$ cat src/rtl/pc_trace_pkg.sv
// Shared types and width helpers for the PC trace checker.
package pc_trace_pkg;

  localparam int PC_WIDTH_DEF = 64;

  typedef enum logic [1:0] {
    ST_IDLE = 2'd0,
    ST_RUN  = 2'd1,
    ST_PASS = 2'd2,
    ST_FAIL = 2'd3
  } state_e;

  function automatic int idx_w(input int depth);
    return (depth > 1) ? $clog2(depth) : 1;
  endfunction

  function automatic int len_w(input int depth);
    return idx_w(depth) + 1;
  endfunction

endpackage

$ cat src/rtl/pc_trace_table.sv
// Expected-PC table: one synchronous write port, one asynchronous read port, not reset.
module pc_trace_table
  import pc_trace_pkg::*;
#(
  parameter int PC_WIDTH = PC_WIDTH_DEF,
  parameter int DEPTH    = 32
) (
  input  logic                    clock,
  input  logic                    we_i,
  input  logic [idx_w(DEPTH)-1:0] waddr_i,
  input  logic [PC_WIDTH-1:0]     wdata_i,
  input  logic [idx_w(DEPTH)-1:0] raddr_i,
  output logic [PC_WIDTH-1:0]     rdata_o
);
  logic [PC_WIDTH-1:0] mem_q [DEPTH];

  always_ff @(posedge clock) begin
    if (we_i) mem_q[waddr_i] <= wdata_i;
  end

  assign rdata_o = mem_q[raddr_i];
endmodule

$ cat config.mk
export PLATFORM = sky130hd
export DESIGN_NAME = pc_trace_table
export DESIGN_NICKNAME = d
export VERILOG_FILES = /design/src/rtl/pc_trace_pkg.sv /design/src/rtl/pc_trace_table.sv
export SDC_FILE = /design/constraint.sdc
export NUM_CORES = 2
export LEC_CHECK = 0
export CORE_ASPECT_RATIO = 1.4
export CORE_MARGIN = 4
export CORE_UTILIZATION = 40
export DETAILED_ROUTE_END_ITERATION = 10
export GPL_ROUTABILITY_DRIVEN = 0
export PLACE_DENSITY = 0.67
export SYNTH_ARGS = -nofsm -noshare
export SYNTH_HDL_FRONTEND = slang
export SYNTH_SLANG_ARGS = --single-unit
$ cat constraint.sdc
create_clock -name clock -period 7.7 [get_ports clock]
set_input_delay 1.54 -clock clock [delete_from_list [all_inputs] [get_ports clock]]
set_output_delay 1.54 -clock clock [all_outputs]
set_load 0.01 [all_outputs]
==> results.json <==
{
  "grt_max_degree": 79,
  "synth.top_cell.area_share": 0.7917,
  "dieHeight_um": 529.4,
  "p_per_area_nw_per_um2": 256.2,
  "num_io_pins": 140,
  "grt_pass1_wl_um": 269500,
  "finalSetupTns_ns": 0,
  "final_layout_size_suffix_gt1_frac": 0.3107,
  "switching_share": 0.2090,
  "ant_nets": 0,
  "io_buffers": 139,
  "layout_common_cells": "2048 x edfxtp_1, 602 x mux4_2, 185 x clkbuf_16",
  "dp_hpwl_um": 96130,
  "cp_max_fo": 78,
  "cts-root-buf": "clkbuf_16",
  "hold_violations": 0,
  "max_slew.worst_pin.slew_ns": 1.178,
  "outcome": "finished clean",
  "finalCritPeriodShare": 0.8197,
  "regMostFlops": "mem_q",
  "worst_hold_path_type": "in2reg",
  "syn_avg_cell_area_sq_um": 25.61,
  "coreArea_sq_um": 193300,
  "synth-seq-cells": 2048,
  "netlist_area_sq_um": 77680,
  "synth_area_leader_cell": "edfxtp_1",
  "cts_tree": "yes",
  "syn-num-nets": 3109,
  "finalWirelength_um": 190200,
  "clockBufferDepth": 3,
  "worst_ep_arrival_time_ns": 4.77,
  "drt-pass1-iter-count": 5,
  "cap_violations": 0,
  "fin_util": 0.4594,
  "rsz0062_at_grt": "no",
  "p_sw_uw": 4756,
  "power_leakage_uw": 0.02705,
  "post_drt_wl_per_cell_um": 31.87,
  "grt_overflow": 0,
  "setup_violations": 0,
  "power_frac_seq": 0.547,
  "p_comb_frac": 0.053,
  "cts_hold_buffers": 0,
  "p_int_uw": 18000,
  "max_freq_mhz": 158.4,
  "cts_resized": 0,
  "clock-sinks": 2048,
  "clk_pin_slew_worst_paths_ns": 0.07,
  "setup_slack_ns": 1.388,
  "period_needed_ns": 6.312,
  "initial_core_util": 0.4018,
  "h-tree-depth": 4,
  "grt_use_total": 0.1880,
  "cts_buffers": 183,
  "peakVddDrop_mv": 0.2273,
  "cts_setup_buffers": 0,
  "post-place-ws_ns": 1.347,
  "dieWidth_um": 380.5,
  "finalNonFillerCells": 5967,
  "avgViaCountPerCell": 5.862,
  "first_iter_violations": 4138,
  "ys_seq_area_frac": 0.7917,
  "syn_inst": 3033,
  "yosys_warnings": 0,
  "fin_nets": 3383,
  "maxSlewViolCount": 0,
  "antenna_found_initial": 31,
  "start_kind": "input port",
  "ys_types": 30,
  "grt_pass1_vias": 36070,
  "ys_top_cells_by_area": "edfxtp_1 79%, mux4_2 17%, mux2_2 1.1%",
  "p_clk_frac": 0.400,
  "fp-row-count": 191,
  "top_regs": "mem_q (2048)",
  "largest_reg_flops": 2048,
  "final_common_cell": "edfxtp_1",
  "worstPathRequired_ns": 6.16,
  "dp.cells": 5631,
  "slew_headroom": 0.2128,
  "drc": 0,
  "crit_path_end_kind": "output port",
  "worstSetupPathType": "in2out",
  "routed-via-count": 34980,
  "syn2layout_area_growth_pct": 14.34,
  "die_area_sq_um": 201400
}
[power by group through the flow]
stage | logic, uW | registers, uW | clock network (uW)
after floorplan | 673 | 12700 | 0
after global placement | 1210 | 12700 | 0
after detailed placement | 1230 | 12700 | 0
after CTS | 1230 | 12400 | 9270
after global routing | 1290 | 12400 | 9730
final | 1210 | 12400 | 9110
[per-layer routing]
layer / up-vias / share of wire / wire length [um] / global-route usage
met4: 20 / 0.026 / 4935 / 0.05400
met5: - / 0.00074 / 141 / 0
li1: 13830 / - / - / -
met2: 1713 / 0.50 / 94790 / 0.3096
met3: 318 / 0.089 / 16850 / 0.04260
met1: 19100 / 0.39 / 73450 / 0.2532
[synth_stat cells (all sizes together)]
cell	count
or3	1
buf	101
nor2b	4
o21ai	9
nand3	2
mux4	602
o31a	3
a22o	1
o22ai	10
mux2	74
a221oi	12
inv	1
o2bb2ai	3
and2	4
nor2	41
o211ai	3
a22oi	3
nand2b	2
o221ai	3
nand2	3
nand3b	5
a211oi	3
mux2i	38
clkbuf	55
edfxtp	2048
or3b	2
[critical path, stage by stage]
cell and delay, ns:
buf_8 0.71, buf_4 0.56, mux4_2 0.59, mux2_2 0.28, o22ai_1 0.21, a221oi_1 0.16, clkdlybuf4s50_1 0.56
[logic make-up (layout without fill, tap and decap cells)]
logic type	count (synthesis)	after routing	synth area share
muxes	714	714	0.1902
and+or+nand+nor	64	64	0.003850
buffers and inverters	157	571	0.009599
AOI/OAI and AO/OA	50	50	0.004735
other	0	11	0
DFF	2048	2048	0.7917
[metrics by stage]
step / hold WS [ns] / total power [uW] / instance area (sq um)
4_1_cts: 1.860 / 22940 / 88800
6_report: 1.937 / 22760 / 88820
2_1_floorplan: 1.639 / 13340 / 77680
3_3_place_gp: 2.738 / 13880 / 82840
3_5_place_dp: 2.760 / 13910 / 82840
5_1_grt: 1.915 / 23460 / 88800
[layout make-up]
class,instances,area (sq um)
tap,2509,3139
multi-input combinational,828,15680
fill,15450,104500
clock inverter,109,1211
clock buffer,216,4746
timing repair buffer,245,2517
inverter,1,3.754
sequential,2048,61500
antenna,11,27.53
[worst paths after layout]
kind	start	end	cells after the start
worst max-delay path	raddr_i[0]	rdata_o[21]	7
worst min-delay path	waddr_i[3]	mem_q[12][17]	3
Power figures use the tool's default switching activity.
